$ cat src/rtl/cache_line_fill_ctrl.sv
// Miss-fill controller: fetches a cache line as pipelined word reads, writes the data
// array as words return, forwards the missed word early, then writes the tag.
module cache_line_fill_ctrl #(
    parameter int ADDR_W     = 16,
    parameter int DATA_W     = 16,
    parameter int LINE_BYTES = 16,
    parameter int WORD_BYTES = 2,
    parameter int MAX_OUT    = 4,
    parameter int CRIT_FIRST = 1,
    localparam int WORDS     = LINE_BYTES / WORD_BYTES,
    localparam int IDX_W     = $clog2(WORDS)
) (
    input  logic              clk,
    input  logic              rst_n,
    input  logic              miss_detected,
    input  logic [ADDR_W-1:0] miss_address,
    output logic              fsm_busy,
    output logic              mem_req,
    output logic [ADDR_W-1:0] memory_address,
    input  logic [DATA_W-1:0] memory_data,
    input  logic              memory_data_valid,
    output logic              write_data_array,
    output logic [IDX_W-1:0]  write_word_sel,
    output logic              write_tag_array,
    output logic              crit_valid,
    output logic [DATA_W-1:0] crit_data,
    output logic              fill_done
);
    localparam int OFF_B = $clog2(LINE_BYTES);
    localparam int WRD_B = $clog2(WORD_BYTES);
    localparam int OUT_W = $clog2(MAX_OUT + 1);
    localparam logic [IDX_W-1:0] LAST    = IDX_W'(WORDS - 1);
    localparam logic [OUT_W-1:0] OUT_MAX = OUT_W'(MAX_OUT);

    typedef enum logic [1:0] {IDLE, REQ, WAIT, DONE} state_t;

    state_t                   state, state_nxt;
    logic [ADDR_W-OFF_B-1:0]  base_q;
    logic [IDX_W-1:0]         crit_q, iss_cnt, rsp_cnt, rot, iss_idx, rsp_idx;
    logic [OUT_W-1:0]         out_cnt;
    logic [DATA_W-1:0]        crit_data_q;
    logic                     capture, accept, crit_hit;

    // Byte-within-word bits never select anything.
    if (WRD_B > 0) begin : g_lsb
        logic unused_lsb;
        assign unused_lsb = ^miss_address[WRD_B-1:0];
    end

    assign rot     = (CRIT_FIRST != 0) ? crit_q : '0;
    assign iss_idx = iss_cnt + rot;
    assign rsp_idx = rsp_cnt + rot;

    always_ff @(posedge clk or negedge rst_n) begin
        if (!rst_n) state <= IDLE;
        else        state <= state_nxt;
    end

    always_comb begin
        state_nxt = state;
        case (state)
            IDLE: if (miss_detected) state_nxt = REQ;
            REQ:  if (mem_req && iss_cnt == LAST)
                      state_nxt = (accept && rsp_cnt == LAST) ? DONE : WAIT;
            WAIT: if (accept && rsp_cnt == LAST) state_nxt = DONE;
            DONE: state_nxt = IDLE;
            default: state_nxt = IDLE;
        endcase
    end

    always_comb begin
        capture          = (state == IDLE) && miss_detected;
        fsm_busy         = (state != IDLE) || miss_detected;
        accept           = memory_data_valid && (state == REQ || state == WAIT);
        // A response retiring this cycle frees its slot for a same-cycle request.
        mem_req          = (state == REQ) && ((out_cnt < OUT_MAX) || accept);
        memory_address   = mem_req ? (ADDR_W'({base_q, iss_idx}) << WRD_B) : '0;
        write_data_array = accept;
        write_word_sel   = accept ? rsp_idx : '0;
        crit_hit         = accept && (rsp_idx == crit_q);
        crit_valid       = crit_hit;
        crit_data        = crit_hit ? memory_data : crit_data_q;
        write_tag_array  = (state == DONE);
        fill_done        = (state == DONE);
    end

    always_ff @(posedge clk or negedge rst_n) begin
        if (!rst_n) begin
            base_q      <= '0;
            crit_q      <= '0;
            iss_cnt     <= '0;
            rsp_cnt     <= '0;
            out_cnt     <= '0;
            crit_data_q <= '0;
        end else begin
            if (capture) begin
                base_q  <= miss_address[ADDR_W-1:OFF_B];
                crit_q  <= miss_address[OFF_B-1:WRD_B];
                iss_cnt <= '0;
                rsp_cnt <= '0;
                out_cnt <= '0;
            end else begin
                if (mem_req) iss_cnt <= iss_cnt + IDX_W'(1);
                if (accept)  rsp_cnt <= rsp_cnt + IDX_W'(1);
                case ({mem_req, accept})
                    2'b10:   out_cnt <= out_cnt + OUT_W'(1);
                    2'b01:   out_cnt <= out_cnt - OUT_W'(1);
                    default: out_cnt <= out_cnt;
                endcase
            end
            if (crit_hit) crit_data_q <= memory_data;
        end
    end
endmodule
$ cat config.mk
export PLATFORM = sky130hd
export DESIGN_NAME = cache_line_fill_ctrl
export DESIGN_NICKNAME = d
export VERILOG_FILES = /design/src/rtl/cache_line_fill_ctrl.sv
export SDC_FILE = /design/constraint.sdc
export NUM_CORES = 1
export LEC_CHECK = 0
export BUFFER_PORTS_ARGS = -buffer_cell sky130_fd_sc_hd__clkbuf_2
export CORE_MARGIN = 1.5
export CORE_UTILIZATION = 44
export DETAILED_ROUTE_END_ITERATION = 7
export HOLD_SLACK_MARGIN = 0.05
export PLACE_DENSITY = 0.76
export SYNTH_ARGS = -nofsm -noshare
export SYNTH_HDL_FRONTEND = slang
export SYNTH_SLANG_ARGS = --single-unit
$ cat constraint.sdc
create_clock -name clk -period 3 [get_ports clk]
set_clock_uncertainty 0.2 [all_clocks]
set_input_delay 0.6 -clock clk [delete_from_list [all_inputs] [get_ports clk]]
set_output_delay 0.6 -clock clk [all_outputs]
set_load 0.03 [all_outputs]
==> results of run 1 <==
## stage by stage
step | util | cells | setup TNS [ns] | instance area (um^2) | power [mW]
final | 0.616 | 309 | -3.81 | 2870 | 4.03
after global placement | 0.561 | 301 | 0 | 2620 | 3.31
after CTS | 0.612 | 309 | -4.36 | 2850 | 4.02
after global routing | 0.616 | 309 | -6.13 | 2870 | 4.30
after floorplan | - | 171 | -0.549 | 2140 | 2.76
after detailed placement | 0.561 | 301 | 0 | 2620 | 3.36
## cell families after synthesis
kind of cell,count (synthesis),synth area share
AOI/OAI and AO/OA,18,0.0563
and+or+nand+nor,40,0.108
muxes,32,0.169
buffers and inverters,15,0.0355
adders and majority gates,14,0.0936
other,1,0.00178
xor gates and xnor gates,9,0.0373
DFF,42,0.498
## area by class of cell
| type | count | area share |
|---|---|---|
| clock inverter | 2 | 0.00436 |
| clock buffer | 6 | 0.0287 |
| tap | 54 | 0.0235 |
| sequential | 42 | 0.366 |
| multi-input combinational | 114 | 0.355 |
| timing repair buffer | 85 | 0.214 |
| inverter | 6 | 0.00784 |
## final timing paths
kind / start / endpoint / cells after the start / slack, ns
setup / recovery: crit_q[0]$_DFFE_PN0P_ / crit_data[14] / 8 / -0.26
hold / removal: rst_n / crit_data_q[3]$_DFF_PN0_ / 2 / 0.16
setup reg to reg: state[0]$_DFFE_PN0P_ / out_cnt[2]$_DFFE_PN0P_ / 7 / 0.51
hold reg to reg: base_q[7]$_DFFE_PN0P_ / base_q[7]$_DFFE_PN0P_ / 1 / 0.30
max in group asynchronous: rst_n / crit_data_q[11]$_DFF_PN0_ / 2 / 2.07
min in group clk: base_q[7]$_DFFE_PN0P_ / base_q[7]$_DFFE_PN0P_ / 1 / 0.30
## worst max-delay path: stages, from the launching register on
cell,delay [ns]
dfrtp_1,0.39
ha_2,0.19
inv_2,0.05
fa_2,0.45
xnor2_2,0.17
nor4_4,0.18
buf_12,0.20
mux2_2,0.37
clkbuf_8,0.17
## cell usage in the layout, fill, tap and decap left out, drive strengths merged, types with 2 or more instances in the layout
cell type and instances:
a21oi 5, a311oi 2, and2 16, and3 2
buf 21, clkbuf 70, clkinv 2, dfrtp 42
fa 3, ha 11, inv 5, mux2 30
mux2i 2, nand2 9, nand2b 3, nor2 7
o21ai 5, xnor2 7, xor2 2
## routing by layer
layer / wire, um / up-vias / track usage
met1: 1850 / 712 / 0.211
li1: - / 746 / -
met4: 43 / 0 / 0.0440
met2: 1840 / 68 / 0.262
met3: 338 / 6 / 0.0569
met5: 0 / - / 0
## registers in the layout, summed over array words and instances, names as in the netlist
register and cells:
base_q 12, crit_data_q 16, crit_q 3, iss_cnt 3
out_cnt 3, rsp_cnt 3, state 2
## repair_timing
action	in CTS	in global routing
endpoints found under the setup margin	16	32
cloned	0	0
resized for setup	32	16
endpoints found under the hold margin	0	0
## power groups by stage
stage / logic, mW / clock network (mW) / registers [mW]
global placement: 2.31 / 0 / 0.998
CTS: 2.62 / 0.399 / 1.00
detailed placement: 2.35 / 0 / 1.01
floorplan: 1.78 / 0 / 0.984
global route: 2.85 / 0.416 / 1.04
finish: 2.65 / 0.379 / 0.997
==> impl_metrics.env, run 1 <==
export IMPL_run_status="complete, but fails checks"
export IMPL_violations="setup timing"
export IMPL_die_area_um2=5220
export IMPL_postRouteWirelength_um=4070
export IMPL_globalplace_congestion=0.752
export IMPL_holdCritPathClass="in -> async"
export IMPL_io_buffer_count=74
export IMPL_yosysWarnings=0
export IMPL_seqCellArea_um2=1050
export IMPL_period_minus_slack_ns=3.26
export IMPL_p_int_mw=2.26
export IMPL_synthesis_area_um2=2110
export IMPL_power_frac_seq=0.247
export IMPL_yosysSeqAreaShare=0.498
export IMPL_comb_power_share=0.658
export IMPL_grt_use_total=0.163
export IMPL_synth_most_common_cell="dfrtp_1"
export IMPL_synth_top_area_share=0.498
export IMPL_diodes=0
export IMPL_grt_overflow_total=0
export IMPL_yosys_top_cells_count="42 x dfrtp_1, 30 x mux2_2, 16 x and2_1"
export IMPL_clk_path_buf_depth=2
export IMPL_vias_per_cell=4.96
export IMPL_cts_made_buffers=5
export IMPL_worstSetupEndpointType="primary output"
export IMPL_postCtsSetupBuffers=0
export IMPL_post_dp_hpwl_um=2810
export IMPL_antenna_found_initial=0
export IMPL_die_w_um=72.3
export IMPL_min_period_over_period=1.09
export IMPL_fill_cells=378
export IMPL_dr_pass1_iters=4
export IMPL_async_flop_share=1.00
export IMPL_final_hold_viol_count=0
export IMPL_drive_above_1_share=0.510
export IMPL_synthCells=171
export IMPL_hold_ws_ns=0.160
export IMPL_grt_pass1_wl_um=6590
export IMPL_p_leak_nw=1.42
export IMPL_wl_per_cell_um=13.2
export IMPL_area_growth_pct=36.0
export IMPL_initial_core_util=0.453
export IMPL_cts_sinks=42
export IMPL_coreArea_um2=4660
export IMPL_vias=1532
export IMPL_fmax_mhz=306
export IMPL_syn_nets=221
export IMPL_synth_cell_types=31
export IMPL_fin_ws_ns=-0.265
export IMPL_root_buffer="clkbuf_8"
export IMPL_grt_max_degree=43
export IMPL_crit_arrival_ns=2.46
export IMPL_pwr_density_cell_nw_per_um2=1400
export IMPL_ys_top_cells_by_area="dfrtp_1 50%, mux2_2 16%, ha_1 6.5%, and2_1 4.7%, xnor2_1 2.9%"
export IMPL_drv_slew=0
export IMPL_io_pins=77
export IMPL_slew_headroom=0.482
export IMPL_crit_path_max_fanout=17
export IMPL_p_sw_frac=0.440
export IMPL_tritoncts="yes"
export IMPL_rsz0062_at_grt="yes"
export IMPL_cts_hold_buffers=0
export IMPL_synth_top_area_cell="dfrtp_1"
export IMPL_ir_worst_vdd_uv=794
export IMPL_insertion_delay_ns=0.29
export IMPL_setup_violations=16
export IMPL_synth_edf_count=0
export IMPL_nNetsFinal=304
export IMPL_crit_path_start_kind="register"
export IMPL_p_clk_frac=0.094
export IMPL_dieHeight_um=72.3
export IMPL_tightest_slew_ns=0.776
export IMPL_htree_levels=2
export IMPL_switchingPower_mw=1.77
export IMPL_clk_pin_slew_ns=0.08
export IMPL_multi_input_area_um2=1020
export IMPL_grt_pass1_vias=1434
export IMPL_fp_row_count=25
export IMPL_ant_nets=0
export IMPL_ys_ff_latch=42
export IMPL_synth_ff_type="dfrtp_1"
export IMPL_dp_slack_ns=0.0370
export IMPL_worstPathRequired_ns=2.20
export IMPL_maxCapViolations=0
export IMPL_path_class="reg -> out"
export IMPL_synth_area_per_cell_um2=12.4
export IMPL_drtIter0Drc=96
export IMPL_drcViolationCount=0
No activity file was read; power rests on OpenSTA's default activity.
==> inputs of run 2 (changes only) <==
REMOVE_ABC_BUFFERS = 1   (was unset)
==> run 2 against run 1 <==
Utilization is 3.6 points higher. Total power is 9.1% higher. The run still ends with setup timing left. Global-route usage is 1.7 points higher. Non-clock buffer count is 10 higher. Combinational power is 14% higher. First-iteration DRC count is 24% lower. Worst hold slack better by 0.014 ns. Fmax is 1.7% lower. Setup slack worse by 0.057 ns. Critical path depth is 1 higher. Critical endpoint is now crit_data[13]. Die area stayed put. Clock power hardly changed.
==> impl_metrics.env, run 2 (synthesis gave the netlist of run 1 again) <==
export IMPL_design_area_um2=3040
export IMPL_cts_hold_buffers=0
export IMPL_drive_above_1_share=0.532
export IMPL_violations="setup timing"
export IMPL_path_class="reg -> out"
export IMPL_rsz0062_at_grt="yes"
export IMPL_dieHeight_um=72.3
export IMPL_postPlaceCellArea_um2=2590
export IMPL_worstSetupEndpointType="primary output"
export IMPL_cts_made_buffers=5
export IMPL_nNetsFinal=314
export IMPL_grt_pass1_vias=1544
export IMPL_coreArea_um2=4660
export IMPL_holdCritPathClass="in -> async"
export IMPL_ant_nets=0
export IMPL_seqCellArea_um2=1050
export IMPL_dp_slack_ns=-0.0217
export IMPL_fill_cells=371
export IMPL_p_leak_nw=1.51
export IMPL_root_buffer="clkbuf_8"
export IMPL_io_buffer_count=74
export IMPL_antenna_found_initial=0
export IMPL_post_dp_hpwl_um=2840
export IMPL_min_period_over_period=1.11
export IMPL_run_status="complete, but fails checks"
export IMPL_layout_commonest_cell="clkbuf_2"
export IMPL_largest_register_ffs=16
export IMPL_globalplace_congestion=0.740
export IMPL_vias_per_cell=5.07
export IMPL_area_growth_pct=44.0
export IMPL_insertion_delay_ns=0.29
export IMPL_grt_pass1_wl_um=7310
export IMPL_tritoncts="yes"
export IMPL_maxCapViolations=0
export IMPL_wl_per_cell_um=14.5
export IMPL_tns_ns=-4.26
export IMPL_fp_row_count=25
export IMPL_crit_path_cell_trace="ha_2 > inv_2 > fa_2 > xnor2_2 > nor4_4 > buf_6 > clkbuf_16 > mux2_2 > clkbuf_8"
export IMPL_grt_overflow_total=0
export IMPL_grt_use_total=0.180
export IMPL_mostFrequentLayoutCells="55 x clkbuf_2, 42 x dfrtp_1, 19 x mux2_2"
export IMPL_power_mw=4.40
export IMPL_fin_ws_ns=-0.322
export IMPL_worstRegToRegCells=6
export IMPL_drcViolationCount=0
export IMPL_cts_sinks=42
export IMPL_drv_slew=0
export IMPL_clk_pin_slew_ns=0.08
export IMPL_ir_worst_vdd_uv=819
export IMPL_period_minus_slack_ns=3.32
export IMPL_crit_arrival_ns=2.52
export IMPL_tightest_slew_ns=0.548
export IMPL_die_w_um=72.3
export IMPL_setup_violations=17
export IMPL_die_area_um2=5220
export IMPL_dr_pass1_iters=4
export IMPL_reg2reg_slack_ns=0.52
export IMPL_worstPathRequired_ns=2.20
export IMPL_multi_input_area_um2=1060
export IMPL_initial_core_util=0.453
export IMPL_grt_max_degree=43
export IMPL_crit_path_start_kind="register"
export IMPL_drtIter0Drc=73
export IMPL_diodes=0
export IMPL_crit_path_top_delay_cell="fa_2"
export IMPL_io_pins=77
export IMPL_max_stage_delay_ns=0.45
export IMPL_fmax_mhz=301
export IMPL_top_regs="crit_data_q x16, base_q x12"
export IMPL_vias=1617
export IMPL_rr_startpoint="state[1]$_DFFE_PN0P_"
export IMPL_htree_levels=2
export IMPL_crit_path_max_fanout=7
export IMPL_slew_headroom=0.635
export IMPL_clk_path_buf_depth=2
export IMPL_r2r_end="out_cnt[2]$_DFFE_PN0P_"
export IMPL_final_hold_viol_count=0
export IMPL_pwr_density_cell_nw_per_um2=1450
export IMPL_postRouteWirelength_um=4620
export IMPL_top_register="crit_data_q"
run 2: worst max-delay path by stage:
stage	slack (ns)	from	cells past startpoint	to
6_report	-0.32	crit_q[0]$_DFFE_PN0P_	9	crit_data[13]
5_1_grt	-0.39	crit_q[0]$_DFFE_PN0P_	9	crit_data[13]
4_1_cts	-0.31	crit_q[0]$_DFFE_PN0P_	8	crit_data[0]
3_5_place_dp	-0.02	crit_q[0]$_DFFE_PN0P_	8	crit_data[11]
3_3_place_gp	-0.004	crit_q[0]$_DFFE_PN0P_	8	crit_data[0]
2_1_floorplan	-0.40	crit_q[0]$_DFFE_PN0P_	6	crit_data[0]
run 2: through the flow:
step                 util  hold WS, ns  instances
global placement    0.556        0.280        301
global route        0.652        0.227        319
CTS                 0.615        0.189        310
finish              0.652        0.174        319
detailed placement  0.556        0.285        301
floorplan               -        0.104        162
run 2: timing repair:
action | CTS | global route
resized for setup | 40 | 37
gates cloned | 0 | 2
endpoints found under the setup margin | 17 | 32
pin swaps | 0 | 0
buffers inserted | 1 | 7
run 2: where the power goes:
part / leakage (nW) / switching [mW] / internal, mW
Clock: 0.0472 / 0.197 / 0.185
Combinational: 0.956 / 1.55 / 1.46
Sequential: 0.508 / 0.150 / 0.854
Total: 1.51 / 1.89 / 2.50
run 2: layout make-up:
cell class	instances	share of cell area
repair buffers	95	0.244
well taps	54	0.0222
clock buffers	6	0.0272
flip-flops and latches	42	0.346
multi-input cells	114	0.349
inverters	6	0.00741
clock inverters	2	0.00412
run 2: worst max-delay path, delay by kind of cell, from the launching register on:
family	cells	cell delay (ns)
adders and majority gates	2	0.64
buffers and inverters	4	0.54
DFF	1	0.39
muxes	1	0.35
xor gates and xnor gates	1	0.17
and+or+nand+nor	1	0.15
run 2: metal layers:
metal / wire length (um) / global-route usage / vias to the layer above
met5: 0 / 0 / -
met4: 31 / 0.0314 / 0
met3: 211 / 0.0528 / 4
met2: 2310 / 0.288 / 45
met1: 2060 / 0.248 / 809
li1: - / - / 759
